--- config.mk ---
export PLATFORM = sky130hd
export DESIGN_NAME = scroll_scheduler
export DESIGN_NICKNAME = d
export VERILOG_FILES = /design/src/rtl/scroll_scheduler.sv
export SDC_FILE = /design/constraint.sdc
export NUM_CORES = 1
export LEC_CHECK = 0
export BUFFER_PORTS_ARGS = -buffer_cell sky130_fd_sc_hd__buf_2
export CAP_MARGIN = 20
export CORE_UTILIZATION = 28
export CTS_CLUSTER_SIZE = 40
export DETAILED_ROUTE_END_ITERATION = 10
export PLACE_DENSITY = 0.52
export SETUP_SLACK_MARGIN = 0.5
export SYNTH_ARGS = -nofsm -noshare
export SYNTH_HDL_FRONTEND = slang
export SYNTH_SLANG_ARGS = --single-unit
--- constraint.sdc ---
create_clock -name clk -period 3.1 [get_ports clk]
set_input_delay 0.155 -clock clk [delete_from_list [all_inputs] [get_ports clk]]
set_output_delay 0.155 -clock clk [all_outputs]
set_load 0.05 [all_outputs]
--- src/rtl/scroll_scheduler.sv ---
// Round-robin owner of the scrolling seven-segment path: latches the winner's
// 32-bit message and rotates it one nibble per self-generated scroll tick.
module scroll_scheduler #(
    parameter int N_REQ  = 4,
    parameter int DIV    = 33333333,
    parameter int PASSES = 1
) (
    input  logic                 clk,
    input  logic                 clr,
    input  logic [N_REQ-1:0]     req,
    input  logic [32*N_REQ-1:0]  msg_in,
    input  logic                 pause,
    input  logic                 dir,
    output logic [N_REQ-1:0]     grant,
    output logic                 busy,
    output logic                 done,
    output logic [15:0]          dataBus
);

    localparam int PW    = (N_REQ > 1) ? $clog2(N_REQ) : 1;
    localparam int CW    = $clog2(DIV);
    localparam int STEPS = 8 * PASSES;
    localparam int SW    = (STEPS > 1) ? $clog2(STEPS) : 1;

    typedef enum logic [1:0] {IDLE, SHOW, DONE} state_t;

    state_t            r_state, w_next;
    logic [31:0]       r_shift;
    logic [N_REQ-1:0]  r_grant;
    logic [PW-1:0]     r_ptr, r_win;
    logic [CW-1:0]     r_presc;
    logic [SW-1:0]     r_step;

    logic              w_found;
    logic [PW-1:0]     w_win;
    logic [PW:0]       w_idx;
    logic              w_tick;
    logic              w_last;
    logic [31:0]       w_rot;
    logic [PW-1:0]     w_ptr_nxt;

    // Search ptr, ptr+1, ... modulo N_REQ; first requester found wins.
    always_comb begin
        w_found = 1'b0;
        w_win   = '0;
        w_idx   = '0;
        for (int k = 0; k < N_REQ; k++) begin
            w_idx = {1'b0, r_ptr} + (PW+1)'(k);
            if (w_idx >= (PW+1)'(N_REQ))
                w_idx = w_idx - (PW+1)'(N_REQ);
            if (!w_found && req[w_idx[PW-1:0]]) begin
                w_found = 1'b1;
                w_win   = w_idx[PW-1:0];
            end
        end
    end

    assign w_tick    = (r_state == SHOW) && !pause && (r_presc == CW'(DIV-1));
    assign w_last    = (r_step == SW'(STEPS-1));
    assign w_rot     = dir ? {r_shift[3:0], r_shift[31:4]} : {r_shift[27:0], r_shift[31:28]};
    assign w_ptr_nxt = (r_win == PW'(N_REQ-1)) ? '0 : r_win + 1'b1;

    always_ff @(posedge clk or negedge clr) begin
        if (!clr) r_state <= IDLE;
        else      r_state <= w_next;
    end

    always_comb begin
        w_next = r_state;
        case (r_state)
            IDLE:    if (w_found) w_next = SHOW;
            SHOW:    if (w_tick && w_last) w_next = DONE;
            DONE:    w_next = IDLE;
            default: w_next = IDLE;
        endcase
    end

    always_ff @(posedge clk or negedge clr) begin
        if (!clr) begin
            r_shift <= '0;
            r_grant <= '0;
            r_ptr   <= '0;
            r_win   <= '0;
            r_presc <= '0;
            r_step  <= '0;
        end else begin
            case (r_state)
                IDLE: if (w_found) begin
                    r_shift <= msg_in[32*int'(w_win) +: 32];
                    r_grant <= N_REQ'(1) << w_win;
                    r_win   <= w_win;
                    r_presc <= '0;
                    r_step  <= '0;
                end
                SHOW: if (!pause) begin
                    if (w_tick) begin
                        r_presc <= '0;
                        r_shift <= w_rot;
                        r_step  <= r_step + 1'b1;
                        if (w_last) r_grant <= '0;
                    end else begin
                        r_presc <= r_presc + 1'b1;
                    end
                end
                DONE: r_ptr <= w_ptr_nxt;
                default: ;
            endcase
        end
    end

    assign grant   = r_grant;
    assign busy    = (r_state == SHOW);
    assign done    = (r_state == DONE);
    assign dataBus = r_shift[31:16];

endmodule

==> results of run 1 <==
[final cells by class]
type | instances | area [um^2]
Fill cell | 1754 | 10730
Multi-Input combinational cell | 427 | 2738
Sequential cell | 70 | 1752
Timing Repair Buffer | 168 | 895.9
Tap cell | 220 | 275.3
Clock buffer | 10 | 239.0
Clock inverter | 6 | 43.79
Inverter | 8 | 30.03
[metrics by stage]
step,hold slack [ns],area [um^2],power (mW),utilization
after detailed placement,0.2574,5665,1.700,0.3392
after floorplan,-0.1406,4811,1.482,-
after global placement,0.2500,5665,1.690,0.3392
after global routing,0.2728,5973,2.814,0.3577
after CTS,0.2341,5958,2.698,0.3568
final,0.2467,5973,2.670,0.3577
[layer usage]
metal | global-route usage | share of wire | vias to the layer above | routed length (um)
li1 | - | - | 2311 | -
met1 | 0.2331 | 0.43 | 2386 | 7245
met2 | 0.3109 | 0.47 | 204 | 7918
met3 | 0.04943 | 0.070 | 34 | 1169
met4 | 0.08557 | 0.028 | 0 | 478
met5 | 0 | 0 | - | 0
[kinds of logic after synthesis]
group                      Yosys count  share of synthesized area
and+or+nand+nor                    227                     0.2263
AOI/OAI and AO/OA                  150                     0.2302
DFF                                 70                     0.3641
buffers and inverters               65                    0.07594
muxes                               36                    0.07594
xor gates and xnor gates             8                    0.01456
adders and majority gates            5                    0.01300
[placed cells by master, fill, tap and decap left out, types with 6 or more instances in the layout]
master and count:
nand2_1 149, and3_1 6, a22o_1 34, a21oi_1 14
buf_2 157, a32oi_1 32, o21ai_0 15, xor2_1 7
dfrtp_1 70, clkbuf_16 9, nor2_1 17, mux2i_1 32
nand4_1 8, buf_4 8, inv_1 7, a31oi_1 33
[worst paths after layout]
check | cells past startpoint | slack (ns) | to | startpoint
worst max-delay path | 6 | 0.72 | r_shift[14]$_DFFE_PN0P_ | r_ptr[1]$_DFFE_PN0P_
worst min register to register | 1 | 0.50 | grant[0]$_DFFE_PN0P_ | grant[0]$_DFFE_PN0P_
max in group asynchronous | 3 | 1.88 | r_presc[8]$_DFFE_PN0P_ | clr
worst max register to register | 6 | 0.72 | r_shift[14]$_DFFE_PN0P_ | r_ptr[1]$_DFFE_PN0P_
worst min-delay path | 4 | 0.25 | r_shift[12]$_DFFE_PN0P_ | msg_in[12]
min in group asynchronous | 2 | 0.41 | r_shift[28]$_DFFE_PN0P_ | clr
[synthesized netlist by cell type, drive strengths merged, types with 3 or more instances]
cell type,number
a21oi,16
a22o,34
a31oi,33
a32oi,32
and3,6
and4,4
buf,34
clkbuf,23
dfrtp,70
ha,5
inv,7
mux2,4
mux2i,32
nand2,149
nand3,4
nand4,10
nor2,17
nor3,5
nor4,3
o21ai,17
o31ai,4
or2,5
or3,5
or4,5
xor2,7
[worst min-delay path: stages]
cell	delay [ns]
buf_2	0.08
nand2_1	0.04
a31oi_1	0.15
a22o_1	0.13
[timing repair]
action / 4_1_cts / 5_1_grt
hold buffers: 1 / 0
gates resized for setup: 0 / 1
endpoints found under the setup margin: 0 / 14
hold endpoints to repair: 28 / 0
[sequential cells by signal, summed over array words and instances, names as in the netlist]
| register | count |
|---|---|
| grant | 4 |
| r_state | 2 |
| r_presc | 25 |
| r_shift | 32 |
| r_win | 2 |
| r_step | 3 |
| r_ptr | 2 |
[power by group through the flow]
stage | clock, mW | sequential, mW | combinational [mW]
after floorplan | 0 | 1.09 | 0.396
after global routing | 1.05 | 1.12 | 0.640
final | 0.979 | 1.11 | 0.584
after CTS | 1.01 | 1.11 | 0.582
after detailed placement | 0 | 1.12 | 0.577
after global placement | 0 | 1.12 | 0.571
==> impl_metrics.py, run 1 <==
metrics = {
    "logic_synthesis": {
        "synth-seq-cells": 70,
        "ys_seq_area_frac": 0.3641,
        "yosys.area.top_type_share": 0.3641,
        "synth_area_um2": 4811,
        "avgSynthCellArea_um2": 8.576,
        "ys_dominant_reg_cell": "dfrtp_1",
        "synth_cell_type_count": 61,
        "synth.area.top_cells": "dfrtp_1 36%, nand2_1 12%, mux2i_1 6.7%",
        "synth_edf_count": 0,
        "netlist_instances": 561,
        "yosys.area.top_type": "dfrtp_1",
        "yosysWarnings": 0,
        "async_flop_share": 1.000,
        "synth_fp_nets": 702,
    },
    "power_and_ir_drop": {
        "p_clk_frac": 0.367,
        "seq_power_share": 0.414,
        "internal_power_mw": 1.801,
        "comb_power_share": 0.219,
        "p_leak_nw": 2.799,
        "peakVddDrop_v": 0.0002247,
        "powerDensity_nw_per_um2": 446.9,
        "swShare": 0.3255,
        "p_sw_mw": 0.8690,
    },
    "die": {
        "io-pin-count": 158,
        "die_w_um": 133.1,
        "die-area_um2": 17710,
        "core-area_um2": 16700,
        "initial_utilization": 0.2881,
        "rows": 47,
        "fp.dieH_um": 133.1,
    },
    "clock_tree": {
        "htree_levels": 3,
        "cts_tree": "built",
        "clk_path_buf_depth": 2,
        "clkSinkCount": 70,
        "root_buffer": "clkbuf_16",
        "clock_latency_ns": 0.34,
        "clk_pin_slew_ns": 0.06,
        "cts_setup_buffers": 0,
        "cts_made_buffers": 9,
    },
    "sta": {
        "rsz0062_at_grt": "no",
        "finalClockSkew_ns": 0.01055,
        "final.setup.worst_slack_ns": 0.7151,
        "period_share": 0.7693,
        "setup_viol": 0,
        "setup_tns_ns": 0,
        "fmax_mhz": 419.3,
        "drv_slew": 0,
        "fin_crit_ns": 2.385,
        "relSlewSlack": 0.3504,
        "hold_viol": 0,
        "tightest_slew_ns": 0.9744,
    },
    "worst_setup_path": {
        "cp-end-kind": "register",
        "worstPathRequired_ns": 3.32,
        "worst_ep_arrival_time_ns": 2.60,
        "path_buf_inv": 1,
        "cp_slowest_cell": "a21boi_0",
        "slowest_delay_ns": 0.68,
        "path_cells": "a21boi_0, o221ai_4, buf_4, nand2_1, a32oi_1, a22o_1",
        "worstSetupStartpointType": "register",
        "crit_type": "reg -> reg",
        "worstPathMaxFanout": 17,
        "critical_path.top_delay_family": "compound AO/OA/AOI/OAI gates",
    },
    "layout": {
        "drive_gt1_frac": 0.2975,
        "antenna_cells": 0,
        "syn_to_final_growth_pct": 24.16,
        "nNetsFinal": 825,
        "fin_cells": 909,
    },
    "placed_design": {
        "place_ws_ns": 0.6014,
        "io_buffers": 157,
        "place.gp.congestion": 0.8454,
        "hpwl_um": 11970,
        "dp.cells": 891,
    },
    "global_routing": {
        "track_usage": 0.1898,
        "grt_pass1_wl_um": 25960,
        "grt_pass1_vias": 4989,
        "gr-total-overflow": 0,
        "grt_max_degree": 66,
        "antenna_found_initial": 0,
    },
    "route": {
        "via_count": 4935,
        "vias_per_cell": 5.429,
        "routedWlPerCell_um": 18.49,
        "wl_um": 16810,
        "drc_errors": 0,
        "ant_nets": 0,
        "drtPass1Iterations": 4,
        "drt-initial-drc-count": 233,
    },
    "job": {
        "cap_violations": 0,
    },
    "hold_path": {
        "hold_class": "in -> reg",
    },
    "run_status": {
        "status": "finished clean",
    },
}
Note: power is estimated with default switching activity, not from simulation.
==> run 2, diff against run 1 <==
- ABC_AREA: default -> 1
- PLACE_DENSITY: 0.52 -> 0.51
- clock period: 3.1 -> 2.49 ns (I/O delays scaled with it)
==> run 2 against run 1 <==
Synthesized cell count up 67%. Routed wire length up 29%. Area after synthesis rose by 21%. Critical path type unchanged. Highest routed layer unchanged.
==> impl_metrics.py, run 2 <==
metrics = {
    "run_status": {
        "status": "finished clean",
    },
    "logic_synthesis": {
        "synth-seq-cells": 70,
        "synth_fa_ha_area_frac": 0.01072,
        "synth_top_family_by_area": "simple AND/OR/NAND/NOR gates",
        "yosys.area.top_type_share": 0.3002,
        "ys_top_cells_by_count": "394 x nand2_1, 119 x nand3_1, 70 x dfrtp_1",
        "avgSynthCellArea_um2": 6.220,
        "netlist_instances": 938,
        "ys_seq_area_frac": 0.3002,
        "synth.most_common_cell": "nand2_1",
        "yosys.area.top_type": "dfrtp_1",
        "synth_edf_count": 0,
        "async_flop_share": 1.000,
        "synth_compound_area_frac": 0.1023,
        "yosysWarnings": 0,
        "synth.area.top_cells": "dfrtp_1 30%, nand2_1 25%, nand3_1 10%",
        "ys_dominant_reg_cell": "dfrtp_1",
        "synth-xor-area-share": 0.02402,
        "synth_cell_type_count": 28,
        "yosys.area_share.simple": 0.4431,
        "synth_fp_nets": 1079,
        "synth_area_um2": 5834,
        "muxShareOfSynthArea": 0,
    },
    "sta": {
        "rsz0062_at_grt": "yes",
        "drv_slew": 0,
        "setup_tns_ns": 0,
        "hold_viol": 0,
        "fmax_mhz": 443.6,
        "fin_crit_ns": 2.254,
        "relSlewSlack": 0.4742,
        "period_share": 0.9054,
        "setup_viol": 0,
        "finalClockSkew_ns": 0.01086,
        "tightest_slew_ns": 0.7887,
    },
    "layout": {
        "nNetsFinal": 1237,
        "syn_to_final_growth_pct": 35.94,
        "drive_gt1_frac": 0.2843,
        "num-fill-cells": 2206,
        "final_common_cell": "nand2_1",
        "max_flop_register": "r_shift",
        "largest_register_ffs": 32,
        "final_cell_mix": "374 x nand2_1, 157 x buf_2, 104 x nand3_1, 68 x dfrtp_1, 51 x inv_1",
    },
    "die": {
        "io-pin-count": 158,
        "die-area_um2": 21420,
        "rows": 52,
        "die_w_um": 146.4,
        "fp.dieH_um": 146.4,
        "core-area_um2": 20300,
        "initial_utilization": 0.2874,
    },
    "route": {
        "met1_length_um": 9451,
        "route.met2.wl_um": 10860,
        "vias_per_cell": 4.819,
        "topRoutingLayerUsed": "met4",
        "ant_nets": 0,
        "via_count": 6612,
        "drt-initial-drc-count": 432,
        "wl_met3_um": 984,
        "drtPass1Iterations": 5,
        "drc_errors": 0,
        "routedWlPerCell_um": 15.81,
        "wl_um": 21690,
    },
    "placed_design": {
        "io_buffers": 157,
        "hpwl_um": 14650,
        "place.gp.congestion": 0.9093,
    },
    "worst_setup_path": {
        "worst_ep_arrival_time_ns": 2.49,
        "crit_type": "reg -> reg",
        "worstSetupStartpointType": "register",
        "cp-end-kind": "register",
        "r2r_end": "r_shift[0]$_DFFE_PN0P_",
        "r2r_slack_ns": 0.24,
        "worstPathRequired_ns": 2.73,
        "reg2reg_depth": 15,
        "worstPathMaxFanout": 15,
        "r2r-start": "r_ptr[0]$_DFFE_PN0P_",
    },
    "clock_tree": {
        "clkSinkCount": 70,
        "root_buffer": "clkbuf_16",
        "cts_made_buffers": 9,
        "clk_path_buf_depth": 2,
        "clk_pin_slew_ns": 0.06,
        "cts_tree": "built",
        "htree_levels": 3,
        "clock_latency_ns": 0.35,
    },
    "power_and_ir_drop": {
        "p_leak_nw": 4.067,
        "seq_power_share": 0.354,
        "internal_power_mw": 2.626,
        "p_total_mw": 4.294,
        "swShare": 0.3885,
        "comb_power_share": 0.336,
        "peakVddDrop_v": 0.0002716,
        "powerDensity_nw_per_um2": 541.3,
        "p_sw_mw": 1.668,
        "p_clk_frac": 0.310,
    },
    "hold_path": {
        "worstHoldEndpoint": "r_shift[14]$_DFFE_PN0P_",
        "hp-start": "msg_in[78]",
        "hold_depth": 7,
        "hold_class": "in -> reg",
    },
    "global_routing": {
        "track_usage": 0.2019,
        "grt_max_degree": 65,
        "grt_pass1_vias": 6351,
        "gr-total-overflow": 0,
        "grt_pass1_wl_um": 34190,
        "antenna_found_initial": 1,
    },
    "job": {
        "cap_violations": 0,
    },
}
[run 2: changes by cell type after synthesis, moves of 13 or more]
cell / before / now
a31oi_1: 33 / 0
a22o_1: 34 / 2
a32oi_1: 32 / 0
nand3_1: 4 / 119
inv_1: 7 / 51
a21oi_1: 15 / 34
o21ai_0: 15 / 47
nor2_1: 17 / 45
mux2i_1: 32 / 0
nand2_1: 149 / 394
nand4_1: 8 / 21
[run 2: power groups by stage]
stage / logic (mW) / registers, mW / clock network (mW)
after CTS: 1.39 / 1.52 / 1.36
after global routing: 1.60 / 1.55 / 1.42
after floorplan: 0.984 / 1.51 / 0
after global placement: 1.31 / 1.54 / 0
after detailed placement: 1.31 / 1.54 / 0
final: 1.44 / 1.52 / 1.33
[run 2: what timing repair did]
action	4_1_cts	5_1_grt
setup buffers	15	12
setup endpoints to repair	63	66
hold buffers	1	0
gates cloned	8	5
pin swaps	5	19
resized for setup	48	60
endpoints found under the hold margin	22	0
[run 2: kinds of logic (layout without fill, tap and decap cells)]
| kind of cell | after synthesis | in the layout |
|---|---|---|
| DFF | 70 | 70 |
| buffers and inverters | 131 | 293 |
| xor gates and xnor gates | 16 | 16 |
| and+or+nand+nor | 612 | 612 |
| AOI/OAI and AO/OA | 104 | 105 |
| adders and majority gates | 5 | 5 |
| other | 0 | 1 |
[run 2: worst max path at each step]
stage / from / end / slack [ns] / depth (start not counted)
floorplan: r_state[1]$_DFFE_PN0P_ / r_presc[15]$_DFFE_PN0P_ / 0.68 / 7
global placement: r_ptr[0]$_DFFE_PN0P_ / r_shift[4]$_DFFE_PN0P_ / 0.17 / 14
detailed placement: r_ptr[0]$_DFFE_PN0P_ / r_shift[4]$_DFFE_PN0P_ / 0.12 / 14
CTS: r_ptr[0]$_DFFE_PN0P_ / r_shift[8]$_DFFE_PN0P_ / 0.37 / 16
global route: r_ptr[0]$_DFFE_PN0P_ / r_shift[23]$_DFFE_PN0P_ / 0.09 / 15
finish: r_ptr[0]$_DFFE_PN0P_ / r_shift[0]$_DFFE_PN0P_ / 0.24 / 15
[run 2: worst max-delay path, cell delays in order (launching register included)]
cell and delay [ns]:
dfrtp_2 0.49, inv_4 0.07, nand2_1 0.17, nand3_1 0.15
nand2_2 0.13, inv_2 0.08, nand3_4 0.10, buf_4 0.14
nand3_4 0.07, nand2_4 0.15, clkinv_8 0.10, buf_12 0.16
nand2_1 0.08, nand3_2 0.11, nand2_1 0.09, nand2_1 0.05
[run 2: cell type report]
type / count / area [um^2] / area share
tap: 270 / 337.8 / 0.04259
clock buffer: 10 / 239.0 / 0.03013
antenna: 1 / 2.502 / 0.0003155
clock inverter: 6 / 61.31 / 0.007730
multi-input combinational: 738 / 3681 / 0.4641
timing repair inverter: 3 / 31.28 / 0.003944
sequential: 70 / 1754 / 0.2212
timing repair buffer: 217 / 1580 / 0.1992
inverter: 57 / 244.0 / 0.03076
[run 2: through the flow]
step / instance area (um^2) / utilization / worst slack [ns] / std cells / hold WS, ns
after floorplan: 5834 / - / 0.6797 / 938 / -0.1711
after global placement: 6741 / 0.3321 / 0.1681 / 1314 / 0.1695
after detailed placement: 6741 / 0.3321 / 0.1156 / 1314 / 0.1689
after CTS: 7493 / 0.3691 / 0.3737 / 1354 / 0.1701
after global routing: 7931 / 0.3907 / 0.09363 / 1372 / 0.2091
final: 7931 / 0.3907 / 0.2356 / 1372 / 0.1754
[run 2: per-layer routing]
metal	GRT usage	vias to the layer above
met4	0.05104	0
met1	0.2551	3050
met5	0	-
met3	0.03938	29
met2	0.3505	182
li1	-	3351
==> run 3, diff against run 2 <==
- GPL_TIMING_DRIVEN: default -> 0
==> run 3 against run 2 <==
Clock-buffer cell count stayed put. Combinational power is 5% higher. Register-to-register slack better by 0.15 ns. Routed wire length is 0.33% lower. Critical path type unchanged. Utilization is 0.15 points lower. Clock skew is 0.0058 ns lower. Worst hold slack better by 0.022 ns. Cell count is 1.8% higher. Fmax is 7.0% higher. Sequential share of layout area is 0.088 points higher. Flip-flop and latch count stayed put. Power is 3.2% higher.
==> impl_metrics.py, run 3 (synthesis gave the netlist of run 2 again) <==
metrics = {
    "layout": {
        "fin_area_um2": 7900,
        "utilization": 0.3892,
        "syn_to_final_growth_pct": 35.41,
        "final-seq-area_um2": 1754,
        "multi_input_area_um2": 3680,
        "max_flop_register": "r_shift",
        "nNetsFinal": 1263,
        "largest_register_ffs": 32,
        "antenna_cells": 0,
        "final_cell_mix": "373 x nand2_1, 159 x buf_2, 96 x nand3_1, 68 x dfrtp_1, 51 x inv_1",
        "num-fill-cells": 2299,
        "drive_gt1_frac": 0.2999,
        "final_common_cell": "nand2_1",
    },
    "worst_setup_path": {
        "cp-end-kind": "register",
        "worstSetupStartpointType": "register",
        "r2r-start": "r_ptr[0]$_DFFE_PN0P_",
        "worstPathRequired_ns": 2.73,
        "crit_type": "reg -> reg",
        "crit_start": "r_ptr[0]$_DFFE_PN0P_",
        "worstPathMaxFanout": 10,
        "worst_ep_arrival_time_ns": 2.34,
    },
    "hold_path": {
        "hp-start": "msg_in[76]",
        "hold_class": "in -> reg",
    },
    "die": {
        "fp.dieH_um": 146.4,
        "initial_utilization": 0.2874,
        "die_w_um": 146.4,
        "die-area_um2": 21420,
        "core-area_um2": 20300,
        "io-pin-count": 158,
        "rows": 52,
    },
    "placed_design": {
        "io_buffers": 156,
        "place.gp.congestion": 0.9046,
        "placed_area_um2": 6983,
        "hpwl_um": 16910,
    },
    "sta": {
        "relSlewSlack": 0.6088,
        "fmax_mhz": 474.6,
        "setup_viol": 0,
        "hold_viol": 0,
        "tightest_slew_ns": 0.5868,
        "fin_crit_ns": 2.107,
        "finalClockSkew_ns": 0.005033,
        "rsz0062_at_grt": "yes",
        "drv_slew": 0,
        "period_share": 0.8462,
        "setup_tns_ns": 0,
    },
    "global_routing": {
        "track_usage": 0.2047,
        "grt_pass1_wl_um": 34450,
        "grt_pass1_vias": 6674,
        "grt_max_degree": 44,
        "gr-total-overflow": 0,
        "antenna_found_initial": 1,
    },
    "power_and_ir_drop": {
        "powerDensity_nw_per_um2": 561.0,
        "peakVddDrop_v": 0.0003200,
        "p_leak_nw": 4.057,
        "p_total_mw": 4.432,
    },
    "run_status": {
        "status": "finished clean",
    },
    "clock_tree": {
        "clock_latency_ns": 0.34,
        "cts_made_buffers": 9,
        "cts_tree": "built",
        "root_buffer": "clkbuf_16",
        "htree_levels": 3,
        "clk_pin_slew_ns": 0.06,
        "clk_path_buf_depth": 2,
        "clkSinkCount": 70,
    },
    "route": {
        "drt-initial-drc-count": 356,
        "routedWlPerCell_um": 15.48,
        "wl_um": 21620,
        "ant_nets": 0,
        "via_count": 6727,
        "drc_errors": 0,
        "vias_per_cell": 4.815,
        "drtPass1Iterations": 5,
    },
    "job": {
        "cap_violations": 0,
    },
}
==> run 3: changes by cell type in the layout (fill, tap and decap cells not counted), moves of 3 or more <==
cell,before,now
clkbuf_4,0,7
buf_16,5,1
clkbuf_1,0,12
nand2_2,19,24
buf_12,10,1
nand3_2,14,24
buf_4,27,39
nand3_1,104,96
buf_6,11,18
o31ai_2,5,2
==> run 3: per-layer routing <==
layer | global-route usage | wire [um]
met1 | 0.2551 | 9432
met2 | 0.3560 | 10760
met3 | 0.03719 | 890
met4 | 0.06458 | 521
met5 | 0 | 13
==> run 3: where the power goes <==
group / switching, mW / internal [mW]
logic: 0.962 / 0.553
clock network: 0.519 / 0.875
registers: 0.189 / 1.33
total: 1.67 / 2.76
==> run 3: area by class of cell <==
type,instances,share of cell area
plain buffers,74,0.07666
clock buffers,10,0.02898
clock inverters,6,0.01093
inverters,57,0.02835
multi-input cells,737,0.4658
flip-flops and latches,70,0.2220
well taps,270,0.04276
repair buffers,173,0.1245
==> run 3: repair_timing <==
item,CTS,global route
setup buffers,7,4
endpoints found under the setup margin,58,67
cloned,1,3
hold buffers,1,0
gates resized for setup,74,69
hold endpoints to repair,27,0
pin swaps,20,11
==> run 3: worst paths after layout <==
check | cells after the start | slack (ns) | end
max in group asynchronous | 3 | 1.67 | r_step[1]$_DFFE_PN0P_
hold reg to reg | 2 | 0.48 | r_shift[13]$_DFFE_PN0P_
setup reg to reg | 17 | 0.38 | r_shift[19]$_DFFE_PN0P_
min in group asynchronous | 2 | 0.26 | grant[1]$_DFFE_PN0P_
setup / recovery | 17 | 0.38 | r_shift[19]$_DFFE_PN0P_
hold / removal | 7 | 0.20 | r_shift[12]$_DFFE_PN0P_
==> run 3: through the flow <==
stage	worst slack [ns]	hold WS, ns	instances
floorplan	0.6797	-0.1711	938
global placement	0.1859	0.4645	1364
detailed placement	0.1964	0.08370	1365
CTS	0.3955	0.2006	1390
global route	0.2238	0.2279	1397
finish	0.3830	0.1976	1397
==> run 3: worst max-delay path: stages, from the launching register on <==
cell	delay, ns
dfrtp_1	0.38
buf_6	0.14
buf_6	0.13
nand2_4	0.05
nand3_2	0.09
nand2_4	0.07
nor2_4	0.16
nand3_4	0.10
nand2_4	0.09
nand2_4	0.09
buf_8	0.15
buf_8	0.13
nand2_1	0.05
nand2_1	0.05
nand2_1	0.07
nand3_2	0.09
nand2_1	0.09
nand2_1	0.04
